$ cat config.mk
export PLATFORM = sky130hd
export DESIGN_NAME = cdc_2phase_rx_fifo_flat
export DESIGN_NICKNAME = d
export VERILOG_FILES = /design/src/rtl/cdc_2phase_rx_fifo_if.sv /design/src/rtl/cdc_2phase_rx_fifo.sv /design/src/flat_wrapper.sv
export SDC_FILE = /design/constraint.sdc
export NUM_CORES = 1
export LEC_CHECK = 0
export BUFFER_PORTS_ARGS = -buffer_cell sky130_fd_sc_hd__buf_4
export CAP_MARGIN = 20
export CORE_MARGIN = 3
export CORE_UTILIZATION = 45
export CTS_CLUSTER_DIAMETER = 100
export DETAILED_ROUTE_END_ITERATION = 12
export RECOVER_POWER = 100
export SYNTH_ARGS = -nofsm -noshare
export SYNTH_HDL_FRONTEND = slang
export SYNTH_SLANG_ARGS = --single-unit
$ cat constraint.sdc
create_clock -name clk_i -period 13.7 [get_ports clk_i]
set_input_delay 2.055 -clock clk_i [delete_from_list [all_inputs] [get_ports clk_i]]
set_output_delay 2.055 -clock clk_i [all_outputs]
set_load 0.02 [all_outputs]
$ cat src/rtl/cdc_2phase_rx_fifo_if.sv
// Handshake bundle for the two-phase CDC receiver: async req/ack/data from the
// source domain plus the destination-side valid/ready stream, flush and fill level.
interface cdc_2phase_rx_fifo_if #(
    parameter int DW    = 32,
    parameter int DEPTH = 4
);
    logic                         async_req_i;
    logic [DW-1:0]                async_data_i;
    logic                         async_ack_o;
    logic [DW-1:0]                data_o;
    logic                         valid_o;
    logic                         ready_i;
    logic                         flush_i;
    logic [$clog2(DEPTH+1)-1:0]   count_o;

    // slave: the receiver itself; master: whoever drives the source and consumer sides
    modport slave (
        input  async_req_i, async_data_i, ready_i, flush_i,
        output async_ack_o, data_o, valid_o, count_o
    );

    modport master (
        output async_req_i, async_data_i, ready_i, flush_i,
        input  async_ack_o, data_o, valid_o, count_o
    );
endinterface

$ cat src/rtl/cdc_2phase_rx_fifo.sv
// Destination end of a toggle req/ack crossing with a DEPTH-entry FWFT buffer.
// Items are acked on capture, so the source streams while the consumer stalls.
module cdc_2phase_rx_fifo #(
    parameter int DW          = 32,
    parameter int DEPTH       = 4,
    parameter int SYNC_STAGES = 2
) (
    input  logic                  clk_i,
    input  logic                  rst_i,
    cdc_2phase_rx_fifo_if.slave   bus
);
    localparam int AW = $clog2(DEPTH);
    localparam int CW = $clog2(DEPTH+1);

    logic [SYNC_STAGES-1:0]       sync_q;
    logic                         req_s;
    logic                         ack_q, ack_d;
    logic [AW-1:0]                wptr_q, wptr_d;
    logic [AW-1:0]                rptr_q, rptr_d;
    logic [CW-1:0]                count_q, count_d;
    logic [DEPTH-1:0][DW-1:0]     mem_q;

    logic pending, full, not_empty, push, pop;

    // Plain shift chain; nothing combinational between stages.
    always_ff @(posedge clk_i or posedge rst_i) begin
        if (rst_i) sync_q <= '0;
        else       sync_q <= {sync_q[SYNC_STAGES-2:0], bus.async_req_i};
    end

    assign req_s     = sync_q[SYNC_STAGES-1];
    assign pending   = req_s ^ ack_q;
    assign full      = (count_q == CW'(DEPTH));
    assign not_empty = (count_q != '0);
    // Both decisions use the registered count: a same-cycle pop never frees room.
    assign push      = pending && !full && !bus.flush_i;
    assign pop       = not_empty && bus.ready_i && !bus.flush_i;

    always_comb begin
        ack_d   = ack_q;
        wptr_d  = wptr_q;
        rptr_d  = rptr_q;
        count_d = count_q;
        if (push) begin
            ack_d  = ~ack_q;
            wptr_d = wptr_q + AW'(1);
        end
        if (pop) rptr_d = rptr_q + AW'(1);
        if (bus.flush_i) begin
            // ack_q is left alone so parity with the source survives a flush.
            rptr_d  = wptr_q;
            count_d = '0;
        end else if (push && !pop) begin
            count_d = count_q + CW'(1);
        end else if (pop && !push) begin
            count_d = count_q - CW'(1);
        end
    end

    always_ff @(posedge clk_i or posedge rst_i) begin
        if (rst_i) begin
            ack_q   <= 1'b0;
            wptr_q  <= '0;
            rptr_q  <= '0;
            count_q <= '0;
        end else begin
            ack_q   <= ack_d;
            wptr_q  <= wptr_d;
            rptr_q  <= rptr_d;
            count_q <= count_d;
        end
    end

    always_ff @(posedge clk_i or posedge rst_i) begin
        if (rst_i) begin
            mem_q <= '0;
        end else if (push) begin
            mem_q[wptr_q] <= bus.async_data_i;
        end
    end

    assign bus.async_ack_o = ack_q;
    assign bus.data_o      = mem_q[rptr_q];
    assign bus.valid_o     = not_empty;
    assign bus.count_o     = count_q;
endmodule

$ cat src/flat_wrapper.sv
// flat-port wrapper written by rule: the top's interface ports become plain ports
module cdc_2phase_rx_fifo_flat 
#(
    parameter int DW          = 32,
    parameter int DEPTH       = 4,
    parameter int SYNC_STAGES = 2
)
  (clk_i, rst_i, bus_async_req_i, bus_async_data_i, bus_ready_i, bus_flush_i, bus_async_ack_o, bus_data_o, bus_valid_o, bus_count_o);
  cdc_2phase_rx_fifo_if #(.DW(DW), .DEPTH(DEPTH)) bus_i ();
  input  logic clk_i;
  input  logic rst_i;
  input wire logic [$bits(bus_i.async_req_i)-1:0] bus_async_req_i;
  input wire logic [$bits(bus_i.async_data_i)-1:0] bus_async_data_i;
  input wire logic [$bits(bus_i.ready_i)-1:0] bus_ready_i;
  input wire logic [$bits(bus_i.flush_i)-1:0] bus_flush_i;
  output wire logic [$bits(bus_i.async_ack_o)-1:0] bus_async_ack_o;
  output wire logic [$bits(bus_i.data_o)-1:0] bus_data_o;
  output wire logic [$bits(bus_i.valid_o)-1:0] bus_valid_o;
  output wire logic [$bits(bus_i.count_o)-1:0] bus_count_o;
  assign bus_i.async_req_i = bus_async_req_i;
  assign bus_i.async_data_i = bus_async_data_i;
  assign bus_i.ready_i = bus_ready_i;
  assign bus_i.flush_i = bus_flush_i;
  assign bus_async_ack_o = bus_i.async_ack_o;
  assign bus_data_o = bus_i.data_o;
  assign bus_valid_o = bus_i.valid_o;
  assign bus_count_o = bus_i.count_o;
  cdc_2phase_rx_fifo #(.DW(DW), .DEPTH(DEPTH), .SYNC_STAGES(SYNC_STAGES)) u_core (.clk_i(clk_i), .rst_i(rst_i), .bus(bus_i));
endmodule
; Word level (Yosys, flattened, before mapping)
; Index checks and enable logic that the tools add are counted.
[word_totals]
mem_bits_rw = 0
latch_bits = 0
rom_bits = 0
ff_bits = 138
input_bits = 37
n_memories = 0
wordCells = 43
output_inout_bits = 37
[op_classes]
n_mul = 0
muxes = 10
shift = 0
n_eq_ne = 1
n_div = 0
add_sub_neg = 4
n_reduce_logical = 14
n_lt_le_gt_ge = 3
n_bitwise = 2
[ops]
columns = cell, n
row1 = $bwmux 128, 1
row2 = $bmux 32 s2, 1
row3 = $demux 32 s2, 1
row4 = $mux 32, 2
row5 = $mux 3, 3
row6 = $logic_and 1x1->1, 7
row7 = $lt 2x3->1 const B, 2
row8 = $reduce_bool 3->1, 2
row9 = $add 2x1->2 const B, 2
row10 = $logic_not 1->1, 4
row11 = $mux 2, 2
row12 = $add 3x1->3 const B, 1
row13 = $eq 3x3->1 const B, 1
row14 = $sub 3x1->3 const B, 1
row15 = $ge 2x1->1 const B, 1
row16 = $reduce_bool 2->1, 1
row17 = $not 1->1, 1
row18 = $xor 1x1->1, 1

; Depth between registers and ports, before layout
; Gate-level depths: netlist (run 1).
[depth]
depth_word = 9
mapped_depth = 7
ltp_nobuf = 7

; Least setup slack after synthesis (run 1)
; OpenSTA, ideal clock, no wires.
[synth_timing]
path_type = register to output
startpoint = reg u_core.rptr_q[0]
endpoint = out bus_data_o[10]
arrival_time_ps = 1552
required_time_ps = 11645
path_buffers = 2
setup_slack_ps = 10093
path_stages_with_launch = 4
cell_sequence = dfrtp_1 clkbuf_1 buf_2 mux4_2
[synth_via]
elab_chain_cells = 2
[synth_rtl]
columns = element, line
row1 = start: declaration, cdc_2phase_rx_fifo.sv:19  ; logic [AW-1:0] rptr_q, rptr_d;
row2 = start signal: assignment, cdc_2phase_rx_fifo.sv:69  ; rptr_q <= rptr_d;
row3 = $bmux 32 s2, cdc_2phase_rx_fifo.sv:83  ; assign bus.data_o = mem_q[rptr_q];
row4 = $mux 32 (not written as such), cdc_2phase_rx_fifo.sv:83
row5 = end: declaration, flat_wrapper.sv:17  ; output wire logic [$bits(bus_i.data_o)-1:0] bus_data_o;
; No other way between the ends. The select of a mux whose other input is x is not followed.

==> results of run 1 <==
==> synthesized netlist by cell type (all sizes together) <==
cell type / count
o31a: 1
ha: 4
inv: 5
fa: 1
nor2: 7
xor2: 3
a21oi: 2
clkbuf: 3
nand3b: 1
mux2i: 2
xnor2: 3
a211oi: 1
and2: 4
or3: 1
nor4bb: 1
o21ai: 5
buf: 23
mux4: 32
nor2b: 2
dfrtp: 138
nand4b: 1
o311a: 1
mux2: 130
nand2: 4
==> layout by cell type, fill, tap and decap left out, types with 2 or more instances in the layout <==
cell type and n:
ha_1 4, xor2_1 3, mux2_1 112, mux2i_1 2
buf_4 34, o21ai_0 5, clkbuf_16 17, clkbuf_8 3
clkinv_2 6, clkbuf_4 2, bufinv_16 3, xnor2_1 3
mux2_4 7, nand2_1 4, clkbuf_1 43, and2_0 3
mux4_2 32, a21oi_1 2, dfrtp_1 137, inv_1 4
nor2b_1 2, nor2_1 7, mux2_2 11
==> power breakdown <==
group          internal [mW]  switching (mW)
registers              0.611           0.135
clock network          0.299           0.173
logic                  0.362           0.353
==> cells by family after synthesis <==
group,count (synthesis)
muxes,164
DFF,138
buffers and inverters,31
and+or+nand+nor,21
AOI/OAI and AO/OA,10
xor gates and xnor gates,6
adders and majority gates,5
==> worst min path at each step <==
stage | endpoint | from | slack [ns] | cells past startpoint
5_1_grt | u_core.sync_q[1]$_DFF_PP0_ | u_core.sync_q[0]$_DFF_PP0_ | 0.37 | 0
2_1_floorplan | u_core.sync_q[1]$_DFF_PP0_ | u_core.sync_q[0]$_DFF_PP0_ | 0.33 | 0
3_5_place_dp | u_core.sync_q[1]$_DFF_PP0_ | u_core.sync_q[0]$_DFF_PP0_ | 0.35 | 0
6_report | u_core.sync_q[1]$_DFF_PP0_ | u_core.sync_q[0]$_DFF_PP0_ | 0.36 | 0
3_3_place_gp | u_core.sync_q[1]$_DFF_PP0_ | u_core.sync_q[0]$_DFF_PP0_ | 0.34 | 0
4_1_cts | u_core.sync_q[1]$_DFF_PP0_ | u_core.sync_q[0]$_DFF_PP0_ | 0.36 | 0
==> metrics by stage <==
stage,setup slack [ns],hold WS [ns],instance area [um2],std cells,utilization [%]
3_5_place_dp,9.67,0.346,7270,612,49.6
5_1_grt,5.29,0.371,7280,644,49.7
2_1_floorplan,7.95,0.331,6760,375,-
4_1_cts,9.29,0.359,7880,644,53.8
3_3_place_gp,9.71,0.335,7270,612,49.6
6_report,6.56,0.357,7280,644,49.7
==> per-layer routing <==
layer | global-route usage (%) | up-vias | wire, um
li1 | - | 1520 | -
met1 | 24.2 | 1773 | 6010
met2 | 24.9 | 57 | 5730
met3 | 4.69 | 11 | 470
met4 | 6.05 | 0 | 125
met5 | 0 | - | 0
==> critical path, cell delays in order <==
cell and delay (ns):
clkbuf_4 0.11, clkinvlp_2 1.72, clkbuf_1 2.64
==> registers in the layout, summed over array words and instances, names as in the netlist <==
| register | flops |
|---|---|
| u_core.bus.count_o | 3 |
| u_core.mem_q | 128 |
| u_core.rptr_q | 2 |
| u_core.sync_q | 2 |
| u_core.wptr_q | 2 |
| u_core.bus.async_ack_o | 1 |
==> final cells by class <==
| cell class | count | area, um2 |
|---|---|---|
| inverter | 5 | 20.0 |
| tap | 184 | 230 |
| fill | 1302 | 7370 |
| multi-input combinational | 206 | 2530 |
| timing repair buffer | 79 | 432 |
| clock buffer | 20 | 467 |
| sequential | 138 | 3450 |
| clock inverter | 12 | 145 |
==> flow_summary.json, run 1 <==
{
  "syn_nets": 417,
  "synth_top_family_by_area": "multiplexers",
  "ys_types": 28,
  "endpoint": "u_core.rptr_q[0]$_DFFE_PP0P_",
  "arrival_ns": 6.57,
  "worst_pin_slew_ns": 3.58,
  "synthCells": 375,
  "crit_fanout": 72,
  "grt_max_degree": 73,
  "synth-compound-area-share_pct": 1.09,
  "hpwl_mm": 7.63,
  "syn_area_mm2": 0.00676,
  "clockRootBuffer": "clkbuf_16",
  "place_congestion": 0.722,
  "clkLatencyLatePin_ns": 0.42,
  "chipWidth_um": 129,
  "fin_crit_ns": 7.14,
  "grt_pass1_wl_mm": 21.3,
  "maxCapViolCount": 6,
  "crit_type": "in2async",
  "cts_tree": "done",
  "syn2layout_area_growth_pct": 7.57,
  "r2r_cells": 5,
  "clk_path_buf_depth": 2,
  "regToRegStartpoint": "u_core.bus.async_ack_o$_DFFE_PP0P_",
  "worstSetupStartpoint": "rst_i",
  "grt_overflow": 0,
  "yosysTopAreaCell": "dfrtp_1",
  "hold_class": "reg2reg",
  "portBuffers": 73,
  "power_mw": 1.93,
  "cp.required_ns": 13.12,
  "peakVddDrop_mv": 0.106,
  "wl_per_cell_um": 19.1,
  "cts_sinks": 138,
  "synth_simple_gate_area_share_pct": 1.65,
  "drt-total-wl_mm": 12.3,
  "p_leak_nw": 3.10,
  "nNetsFinal": 489,
  "cts_resized": 0,
  "vias": 3361,
  "core_area_mm2": 0.0146,
  "synthAdderAreaFrac_pct": 1.04,
  "start_util_pct": 46.2,
  "status": "finished with violations",
  "clk_pin_slew_ns": 0.06,
  "setup_viol": 0,
  "synth_xor_area_share_pct": 0.777,
  "hold_viol": 0,
  "track_usage_pct": 16.9,
  "ios": 74,
  "cp-start-kind": "primary input",
  "finalCritPeriodShare_pct": 52.1,
  "drc_errors": 0,
  "synth_mux_area_share_pct": 39.3,
  "r2r-end": "u_core.mem_q[94]$_DFFE_PP0P_",
  "grt_pass1_vias": 3807,
  "yosysSeqAreaShare_pct": 51.1,
  "drive_above_1_share_pct": 26.3,
  "num_rows": 44,
  "drt_first_pass_iters": 4,
  "cts_hold_buffers": 0,
  "netlist_top_cells_area": "dfrtp_1 51%, mux2_4 27%, mux4_2 11%",
  "synth_top_area_share_pct": 51.1,
  "violations": "max-capacitance violations, max-slew violations",
  "cts_setup_buffers": 0,
  "synth_warnings": 0,
  "ant_nets": 0,
  "end_kind": "async pin",
  "fp.dieArea_mm2": 0.0165,
  "htreeDepth": 4,
  "n_antenna_cell": 0,
  "drv_slew": 264,
  "fin_skew_ns": 0.0109,
  "drt-vias-per-instance": 5.22,
  "fin_tns_setup_ns": 0,
  "syn_avg_cell_area_um2": 18.0,
  "rrSetupSlack_ns": 9.80,
  "numCtsBuffers": 17,
  "antenna_found_initial": 0,
  "slew_headroom_pct": -139,
  "first_iter_violations": 206,
  "max_freq_ghz": 0.140,
  "rsz0062_at_grt": "false",
  "die_y_um": 129,
  "power.density_mw_per_mm2": 266,
  "ys_ff_latch": 138
}
Power figures use the tool's default switching activity.
==> run 2: changes to the inputs <==
==> constraint.sdc (replaced) <==
create_clock -name clk_i -period 7.14 [get_ports clk_i]
set_input_delay 1.071 -clock clk_i [delete_from_list [all_inputs] [get_ports clk_i]]
set_output_delay 1.071 -clock clk_i [all_outputs]
set_load 0.02 [all_outputs]
==> run 2 against run 1 <==
  * The flow still finishes with violations (max-capacitance violations, max-slew violations)
  * Register-to-register slack got worse by 6.6 ns
  * Clock power up 92%
  * Sequential power up 92%
  * Total power grew 92%
  * Count of clock-buffer cells in the layout shrank 2
  * Final area unchanged
  * Hold slack got worse by 0.0026 ns
  * Setup slack lost 3.7 ns
  * Global-route usage rose by 0.12 points
  * Core utilization stayed put
  * Critical endpoint unchanged
==> flow_summary.json, run 2 (same netlist as run 1, synthesis figures left out) <==
{
  "status": "finished with violations",
  "violations": "max-capacitance violations, max-slew violations",
  "drt-vias-per-instance": 5.21,
  "intPower_mw": 2.43,
  "fp.dieArea_mm2": 0.0165,
  "fin_ws_ns": 2.87,
  "fin_tns_setup_ns": 0,
  "max_freq_ghz": 0.234,
  "switchingPower_mw": 1.28,
  "place_congestion": 0.707,
  "post-route-util_pct": 49.7,
  "drt-total-wl_mm": 12.4,
  "drive_above_1_share_pct": 26.5,
  "cts_tree": "done",
  "ios": 74,
  "numCtsBuffers": 17,
  "finalCritPeriodShare_pct": 59.8,
  "num_rows": 44,
  "cp.required_ns": 7.25,
  "maxCapViolCount": 7,
  "power.density_mw_per_mm2": 510,
  "arrival_ns": 4.38,
  "track_usage_pct": 17.0,
  "antenna_found_initial": 0,
  "gr-max-usage-layer": "met2",
  "combPwrFrac_pct": 37.1,
  "layout_common_cells": "137 x dfrtp_1, 112 x mux2_1, 42 x clkbuf_1",
  "cts_sinks": 138,
  "portBuffers": 73,
  "grt_use_met2_pct": 24.9,
  "fillers": 1319,
  "syn2layout_area_growth_pct": 7.57,
  "seqPwrFrac_pct": 38.5,
  "fin_skew_ns": 0.00552,
  "nNetsFinal": 489,
  "seq_area_mm2": 0.00345,
  "rsz0062_at_grt": "false",
  "grt_max_degree": 73,
  "drv_slew": 264,
  "clk_pin_slew_ns": 0.06,
  "cts_resized": 0,
  "cts_setup_buffers": 0,
  "vias": 3354,
  "grt_pass1_wl_mm": 21.4,
  "first_iter_violations": 120,
  "pre_cts_ws_ns": 4.07,
  "path_cells": "clkbuf_4, clkinvlp_2, clkbuf_2",
  "regMostFlops": "u_core.mem_q",
  "peakVddDrop_mv": 0.213,
  "wl_per_cell_um": 19.3,
  "hold_class": "reg2reg",
  "drt_first_pass_iters": 4,
  "grt.met3_usage_pct": 5.73,
  "worst_pin_slew_ns": 3.08,
  "chipWidth_um": 129,
  "end_kind": "async pin",
  "clk_path_buf_depth": 2,
  "clockRootBuffer": "clkbuf_16",
  "hold_viol": 0,
  "p_leak_nw": 3.08,
  "cts_hold_buffers": 0,
  "multiInputGateArea_mm2": 0.00253,
  "htreeDepth": 4,
  "whs_path_depth": 0,
  "die_y_um": 129,
  "pwr-share-clk_pct": 24.4,
  "grt_overflow": 0,
  "final_common_cell": "dfrtp_1",
  "n_antenna_cell": 0,
  "grt.met1_usage_pct": 24.3,
  "ant_nets": 0,
  "fin_crit_ns": 4.27,
  "slowest_delay_ns": 1.72,
  "crit_type": "in2async",
  "setup_viol": 0,
  "clkLatencyLatePin_ns": 0.42,
  "crit_fanout": 72,
  "start_util_pct": 46.2,
  "drc_errors": 0,
  "core_area_mm2": 0.0146,
  "hpwl_mm": 7.66,
  "swShare_pct": 34.6,
  "grt_pass1_vias": 3822,
  "r2r_cells": 5,
  "largest_register_ffs": 128,
  "crit_slowest_cell": "clkinvlp_2",
  "cp-start-kind": "primary input",
  "slew_headroom_pct": -106
}
run 2: cell types whose count changed in the layout (fill, tap and decap cells not counted):
cell        before  now
clkinvlp_4       1    6
clkbuf_1        43   42
inv_6            1    2
clkinv_2         6    2
clkbuf_8         3    1
clkbuf_2         0    1
run 2: routing by layer:
layer / vias to the layer above / wire (um)
met1: 1758 / 5930
met2: 67 / 5790
met5: - / 0
met3: 9 / 569
met4: 0 / 120
li1: 1520 / -
run 2: stage by stage:
step	total power, mW	hold WS, ns	area (um2)	instances
global route	3.95	0.372	7280	644
floorplan	2.85	0.331	6760	375
detailed placement	3.34	0.343	7270	612
CTS	4.27	0.357	7880	644
global placement	3.30	0.335	7270	612
finish	3.71	0.354	7280	644
run 2: final cells by class:
type,count,area share (%)
Clock inverter,14,2.36
Tap cell,184,3.16
Clock buffer,18,6.04
Multi-Input combinational cell,206,34.7
Sequential cell,138,47.5
Inverter,5,0.275
Timing Repair Buffer,79,5.95
run 2: power groups by stage:
stage	Combinational, mW	Clock [mW]	Sequential, mW
final	1.38	0.904	1.43
after global routing	1.50	0.964	1.49
after CTS	1.88	0.929	1.46
after global placement	1.85	0	1.45
after detailed placement	1.88	0	1.46
after floorplan	1.51	0	1.33
run 2: path summary, 6_finish.rpt:
path | start | endpoint | slack (ns)
worst max-delay path | rst_i | u_core.rptr_q[0]$_DFFE_PP0P_ | 2.87
worst min-delay path | u_core.sync_q[0]$_DFF_PP0_ | u_core.sync_q[1]$_DFF_PP0_ | 0.35
worst max register to register | u_core.bus.async_ack_o$_DFFE_PP0P_ | u_core.mem_q[126]$_DFFE_PP0P_ | 3.20
worst min register to register | u_core.sync_q[0]$_DFF_PP0_ | u_core.sync_q[1]$_DFF_PP0_ | 0.35
max in group clk_i | bus_flush_i | u_core.mem_q[126]$_DFFE_PP0P_ | 3.00
min in group asynchronous | rst_i | u_core.mem_q[49]$_DFFE_PP0P_ | 1.55
run 2: critical path, delay by kind of cell:
| kind | cells | cell delay (ns) |
|---|---|---|
| buffers and inverters | 3 | 3.26 |
